## src/rtl/mips_mem_arbiter.sv

```systemverilog
// Arbitrates one single-port unified memory between the MIPS fetch and data paths.
// Data wins by default; a starvation counter forces a fetch grant after STARVE_MAX data grants.
module mips_mem_arbiter #(
  parameter int ADDR_W     = 32,
  parameter int DATA_W     = 32,
  parameter int STARVE_MAX = 4
) (
  input  logic                clk,
  input  logic                rst,
  input  logic                if_req,
  input  logic [ADDR_W-1:0]   if_addr,
  output logic                if_ack,
  output logic [DATA_W-1:0]   if_rdata,
  input  logic                d_req,
  input  logic                d_we,
  input  logic [DATA_W/8-1:0] d_be,
  input  logic [ADDR_W-1:0]   d_addr,
  input  logic [DATA_W-1:0]   d_wdata,
  output logic                d_ack,
  output logic [DATA_W-1:0]   d_rdata,
  output logic                mem_req,
  output logic                mem_we,
  output logic [DATA_W/8-1:0] mem_be,
  output logic [ADDR_W-1:0]   mem_addr,
  output logic [DATA_W-1:0]   mem_wdata,
  input  logic [DATA_W-1:0]   mem_rdata,
  input  logic                mem_ready
);

  localparam int BE_W  = DATA_W / 8;
  localparam int CNT_W = $clog2(STARVE_MAX + 1);
  localparam logic [CNT_W-1:0] CNT_MAX = CNT_W'(STARVE_MAX);

  typedef enum logic [1:0] {IDLE, BUSY_IF, BUSY_D, DONE} state_t;

  state_t            state, state_nx;
  logic [CNT_W-1:0]  starve_cnt, starve_cnt_nx;
  logic              mem_req_nx, mem_we_nx, if_ack_nx, d_ack_nx;
  logic [BE_W-1:0]   mem_be_nx;
  logic [ADDR_W-1:0] mem_addr_nx;
  logic [DATA_W-1:0] mem_wdata_nx, if_rdata_nx, d_rdata_nx;
  logic              grant_d;

  // Data wins unless a waiting fetch has already been passed over STARVE_MAX times.
  assign grant_d = d_req && !(if_req && (starve_cnt == CNT_MAX));

  always_comb begin
    state_nx      = state;
    starve_cnt_nx = starve_cnt;
    mem_req_nx    = mem_req;
    mem_we_nx     = mem_we;
    mem_be_nx     = mem_be;
    mem_addr_nx   = mem_addr;
    mem_wdata_nx  = mem_wdata;
    if_ack_nx     = 1'b0;
    if_rdata_nx   = '0;
    d_ack_nx      = 1'b0;
    d_rdata_nx    = '0;
    unique case (state)
      IDLE: begin
        if (grant_d) begin
          mem_req_nx   = 1'b1;
          mem_we_nx    = d_we;
          mem_be_nx    = d_be;
          mem_addr_nx  = d_addr;
          mem_wdata_nx = d_wdata;
          state_nx     = BUSY_D;
          if (!if_req)
            starve_cnt_nx = '0;
          else if (starve_cnt != CNT_MAX)
            starve_cnt_nx = starve_cnt + CNT_W'(1);
        end else if (if_req) begin
          mem_req_nx    = 1'b1;
          mem_we_nx     = 1'b0;
          mem_be_nx     = '1;
          mem_addr_nx   = if_addr;
          mem_wdata_nx  = '0;
          state_nx      = BUSY_IF;
          starve_cnt_nx = '0;
        end
      end
      BUSY_IF: begin
        if (mem_ready) begin
          mem_req_nx  = 1'b0;
          if_ack_nx   = 1'b1;
          if_rdata_nx = mem_rdata;
          state_nx    = DONE;
        end
      end
      BUSY_D: begin
        if (mem_ready) begin
          mem_req_nx = 1'b0;
          d_ack_nx   = 1'b1;
          d_rdata_nx = mem_rdata;
          state_nx   = DONE;
        end
      end
      // Requests are ignored here so a req still high from the ack is not re-granted.
      DONE:    state_nx = IDLE;
      default: state_nx = IDLE;
    endcase
  end

  always_ff @(posedge clk) begin
    if (rst) begin
      state      <= IDLE;
      starve_cnt <= '0;
      mem_req    <= 1'b0;
      mem_we     <= 1'b0;
      mem_be     <= '0;
      mem_addr   <= '0;
      mem_wdata  <= '0;
      if_ack     <= 1'b0;
      if_rdata   <= '0;
      d_ack      <= 1'b0;
      d_rdata    <= '0;
    end else begin
      state      <= state_nx;
      starve_cnt <= starve_cnt_nx;
      mem_req    <= mem_req_nx;
      mem_we     <= mem_we_nx;
      mem_be     <= mem_be_nx;
      mem_addr   <= mem_addr_nx;
      mem_wdata  <= mem_wdata_nx;
      if_ack     <= if_ack_nx;
      if_rdata   <= if_rdata_nx;
      d_ack      <= d_ack_nx;
      d_rdata    <= d_rdata_nx;
    end
  end

endmodule

```

## config.mk

```make
export PLATFORM = sky130hd
export DESIGN_NAME = mips_mem_arbiter
export DESIGN_NICKNAME = d
export VERILOG_FILES = /design/src/rtl/mips_mem_arbiter.sv
export SDC_FILE = /design/constraint.sdc
export NUM_CORES = 1
export LEC_CHECK = 0
export CAP_MARGIN = 10
export CORE_MARGIN = 1
export CORE_UTILIZATION = 40
export CTS_BUF_LIST = sky130_fd_sc_hd__clkbuf_4
export DETAILED_ROUTE_END_ITERATION = 10
export PLACE_DENSITY_LB_ADDON = 0.12
export SETUP_SLACK_MARGIN = 0.05
export SLEW_MARGIN = 20
export SYNTH_ARGS = -nofsm -noshare
export SYNTH_HDL_FRONTEND = slang
export SYNTH_SLANG_ARGS = --single-unit
```

## constraint.sdc

```tcl
create_clock -name clk -period 1.75 [get_ports clk]
set_input_delay 0.35 -clock clk [delete_from_list [all_inputs] [get_ports clk]]
set_output_delay 0.35 -clock clk [all_outputs]
set_load 0.01 [all_outputs]
```

### After elaboration in Yosys (flattened, before gate mapping)

Index checks and enable logic that the tools add are counted.
Widths: inputs -> output; s select.

* bits in registers: 141
* latch bits: 0
* memory bits (writable): 0
* ROM bits: 0
* bits of input ports: 138
* logic and storage cells: 57
* memories kept: 0

* add/sub/neg operators: 1
* multiply operators: 0
* divide/modulo/power cells: 0
* order comparisons: 0
* equal/unequal tests: 8
* shift operators: 0
* muxes and demuxes: 22
* bitwise gates (word level): 2
* reductions and logical operators: 13

Operator list (number)
* $mux 32: 5
* $mux 3: 4
* $mux 4: 2
* $mux 1: 6
* $mux 2: 3
* $ne 3x3->1 const B: 2
* $pmux 2 s3: 1
* $reduce_and 3->1: 2
* $reduce_or 2->1: 3
* $eq 2x2->1 const B: 2
* $reduce_and 2->1: 2
* $reduce_bool 2->1: 2
* $add 3x1->3 const B: 1
* $eq 3x3->1 const B: 1
* $ne 3x2->1 const B: 1
* $eq 2x1->1 const B: 1
* $logic_and 1x1->1: 2
* $logic_not 2->1: 1
* $ne 2x1->1 const B: 1
* $not 1->1: 2
* $pmux 1 s2: 1
* $logic_not 1->1: 1

### Logic depth before layout (Yosys ltp)

* word-level depth: 6
* depth in mapped cells: 8
* gate-level depth less buffers: 6

### Worst setup path before layout

OpenSTA, ideal clock, no wires.

* kind: reg2reg
* from: register state[0]
* to: register mem_req
* setup time: 0.086 ns
* arrival time: 1.361 ns
* slack: 0.303 ns
* cell stages (with the launch flop): 6
* buffers on the path: 0
* clock period less this slack: 1.447 ns
* path through: dfxtp_1 inv_1 ha_1 nor3b_1 nor3_1 a211oi_1

* word-level cells in the longest chain between the ends: 4
* elaborated cells between the ends (all ways): 9

Ends and longest elaborated chain
* from (decl): RTL line 36 `state_t state, state_nx;`
* from (signal assigned): RTL line 118 `state <= state_nx;`
* $eq 2x2->1 / $eq 2x1->1 (equally long branches): RTL line 59 `unique case (state)`
* $reduce_or 2->1 (no source line)
* $ne 2x1->1 (no source line) / $reduce_bool 2->1 (equally long branches)
* $reduce_and 3->1 (no source line)
* to (signal assigned): RTL line 120 `mem_req <= mem_req_nx;`
* to (decl): RTL line 21 `output logic mem_req,`

Parallel ways exist; a longest one is shown, timed or not.
A chain may end at the register's enable or synchronous reset.

### Worst setup path in the final report

* from: register state[1]
* to: register mem_addr[22]

* word-level cells in the longest chain between the ends: 2

Ends and longest elaborated chain
* $logic_not 2->1: RTL line 59
* $reduce_and 2->1 (no source line)
* to (signal assigned): RTL line 123 `mem_addr <= mem_addr_nx;`
* to (decl): RTL line 24 `output logic [ADDR_W-1:0] mem_addr,`

Every way passes these cells.

==> flow_summary_export.csv <==
group,metric,value,unit
run_status,result_of_the_run,"finished, final reports clean",
timing,finalClockSkew,15.2,ps
flow_run,drv_cap,0,
synthesis,yosys.area_share.xor_xnor,0,%
timing,layout_worst_path_cycle_share,93.2,%
power,share_seq_of_total_power,40.8,%
drt,first_drt_pass_iteration_count,4,
cts,worst_skew_pair.late_latency,510,ps
global_route,globalRouteTotalUtil,21.8,%
synthesis,synth_area,4940,um2
drt,post_drt_via_cell_ratio,4.92,
timing,timing_worst_slew_pin_value,335,ps
power,cell_internal_power,6.41,mW
synthesis,syn-mean-instance-area,9.34,um2
place,detailedPlacementHpwl,10100,um
power,cellLeakagePower,3.72,nW
floorplan,placeableCoreArea,12000,um2
power,clock_power_share,20.6,%
synthesis,synth_compound_gate_area_share,14.1,%
place,dpl-instance-area,7880,um2
drt,antenna_violating_nets_post_route,0,
place,globalplace.congestion,0.786,
floorplan,chipWidth,113,um
timing,report.final.hold_viol_count,0,
synthesis,synth_top_family_by_area,"simple AND/OR/NAND/NOR gates",
synthesis,synth.ff_latch_count,141,
synthesis,synth_fa_ha_area_share,1.77,%
drt,wire_per_inst,15.1,um
synthesis,yosys_warnings,0,
power,swShare,34.7,%
cts,cts.root.buffer_cell,"clkbuf_4",
final_layout,commonest_non_fill_non_tap_cells_in_the_layout,"dfxtp_1, clkdlybuf4s50_1, dlygate4sd2_1",
timing,timing.final.max_slew_violations,0,
cts,max-clock-path-buffers,2,
setup_path,timing.critical_path.from_type,"flop",
global_route,maximum_number_of_pins_on_one_net_before_global_route_repair,64,
drt,drc_viols,0,
cts,clock_sink_count,141,
floorplan,start_util,41.1,%
synthesis,synth_nets,674,
cts,number_of_buffers_inserted_during_clock_tree_synthesis,17,
power,net-switching-power,3.41,mW
synthesis,count_of_cell_types_in_the_netlist,31,
cts,cts_post_setup_buffers_inserted,0,
timing,slew_headroom,77.6,%
global_route,grt_antenna_before_repair,0,
timing,rsz0062_at_grt,"no",
timing,setup-tns-final,0,ps
timing,timing.final.setup_violations,0,
setup_path,path_max_fanout,23,
drt,total_wirelength_of_the_detailed_routed_design,14500,um
min_path,hold_class,"input port to flop",
final_layout,nets,948,
global_route,grt_first_pass_wirelength,21800,um
synthesis,synthSimpleGateAreaFrac,22.3,%
setup_path,cp_data_arrival_time,2060,ps
final_layout,n_antenna_cell,0,
global_route,globalRouteOverflowTotal,0,
final_layout,finish.utilization,67.5,%
setup_path,crit_required,2180,ps
timing,timing.fmax,613,MHz
power,share_comb_of_total_power,38.7,%
final_layout,post_route_cells_drive_above_1_share,8.82,%
floorplan,top_level_ports,274,
floorplan,std_cell_rows,40,
place,place_worst_setup_slack,-188,ps
floorplan,die-area,12800,um2
timing,setup_slack,119,ps
final_layout,area_growth_syn_to_layout,64.2,%
power,worst_ir_drop_vdd,0.000771,V
final_layout,layout.cells.most_common,"dfxtp_1",
setup_path,critical_path.endpoint_type,"flop",
drt,route.vias.total,4738,
synthesis,synth.yosys.seq_area_share,57.1,%
setup_path,worst-setup-path-type,"flop to flop",
floorplan,dieHeight,113,um
global_route,grt_pass1_vias,4614,
final_layout,layout.cell_area.non_filler,8110,um2
place,port_buffers,273,
cts,ctsHtreeMaxLevel,4,
power,power.density,1210,nW/um2
drt,drtIter0Drc,235,
synthesis,post_synth_mux_area_share,0,%
cts,cts_tree,"yes",
cts,cts.reportedPaths.clkPinSlew,120,ps
synthesis,netlist_instances,529,
timing,min_period,1630,ps
-- synthesized netlist by cell type --
master    number  share of area (%)
a21oi_2       10                1.8
buf_6          1               0.23
nor3_1        10                1.0
nand3_2        1               0.20
nand3_1       34                3.4
clkbuf_1      17                1.3
a22oi_1        1               0.15
nand2_2        1               0.13
buf_2         14                1.4
nor3b_1        1               0.15
o21ai_4        1               0.33
and2_1        64                8.1
a211oi_1      33                5.0
a32oi_1        1               0.18
o22ai_1        1               0.13
nand2_1       68                5.2
nand2b_1       1               0.13
dfxtp_1      141                 57
o21ai_0        1               0.10
buf_8          1               0.30
ha_1           7                1.8
o21a_1         1               0.15
a21oi_1       58                5.9
nor2b_1        1               0.13
buf_4          7                1.1
nor2_1        44                3.3
inv_1          4               0.30
and3b_1        2               0.35
and2_4         1               0.18
a221oi_2       1               0.30
a31oi_1        1               0.13
-- metrics by stage --
stage / instances / hold WS (ps) / total power, mW
after detailed placement: 927 / 449 / 8.00
final: 963 / 237 / 9.82
after global routing: 963 / 205 / 10.5
after floorplan: 529 / 472 / 6.08
after global placement: 927 / 442 / 7.89
after CTS: 959 / 158 / 9.67
-- flip-flops by register name, summed over array words and instances, names as in the netlist --
signal      cells
mem_be          4
d_ack           1
starve_cnt      3
mem_wdata      32
if_rdata       32
mem_we          1
state           2
mem_addr       32
d_rdata        32
mem_req         1
if_ack          1
-- critical path, cell delays in order, from the launching register on --
cell	delay [ps]
dfxtp_1	390
inv_1	100
ha_1	210
buf_4	160
o21ai_4	140
clkbuf_16	280
a21oi_2	50
a211oi_1	230
-- power groups by stage --
stage                     Sequential [mW]  Combinational, mW  Clock (mW)
after detailed placement             4.09               3.91           0
after global routing                 4.07               4.16        2.24
final                                4.00               3.80        2.02
after global placement               4.07               3.82           0
after CTS                            4.00               3.58        2.09
after floorplan                      4.31               1.76           0
-- what timing repair did --
| action | in CTS | in global routing |
|---|---|---|
| setup endpoints to repair | 136 | 30 |
| gates resized for setup | 136 | 6 |
| cloned | 0 | 4 |
| hold buffers | 0 | 0 |
-- metal layers --
metal | part of all wire, % | vias up | global-route usage, %
met5 | 0 | - | 0
met4 | 3.2 | 0 | 12.4
met3 | 8.6 | 37 | 7.71
met2 | 49 | 218 | 37.4
met1 | 39 | 2166 | 23.3
li1 | - | 2317 | -
-- logic make-up (layout without fill, tap and decap cells) --
family,after synthesis,after routing
AND/OR/NAND/NOR,228,228
flip-flops,141,141
AO/OA/AOI/OAI,109,109
buffers and inverters,44,331
adder cells (fa/ha/maj),7,7
-- final timing paths --
kind                  from       endpoint  slack, ps  cells past startpoint
max               state[1]   mem_addr[22]        120                      7
min                    rst    mem_addr[8]        240                      2
max reg2reg       state[1]   mem_addr[22]        120                      7
min reg2reg  mem_wdata[22]  mem_wdata[22]        460                      2
-- final cells by class --
class	count	area (um2)
clock buffers	18	135
fillers	1004	3900
flip-flops and latches	141	2820
inverters	4	15.0
multi-input cells	344	1900
well taps	147	184
repair buffers	295	2900
clock inverters	14	146
Power figures use the tool's default switching activity.
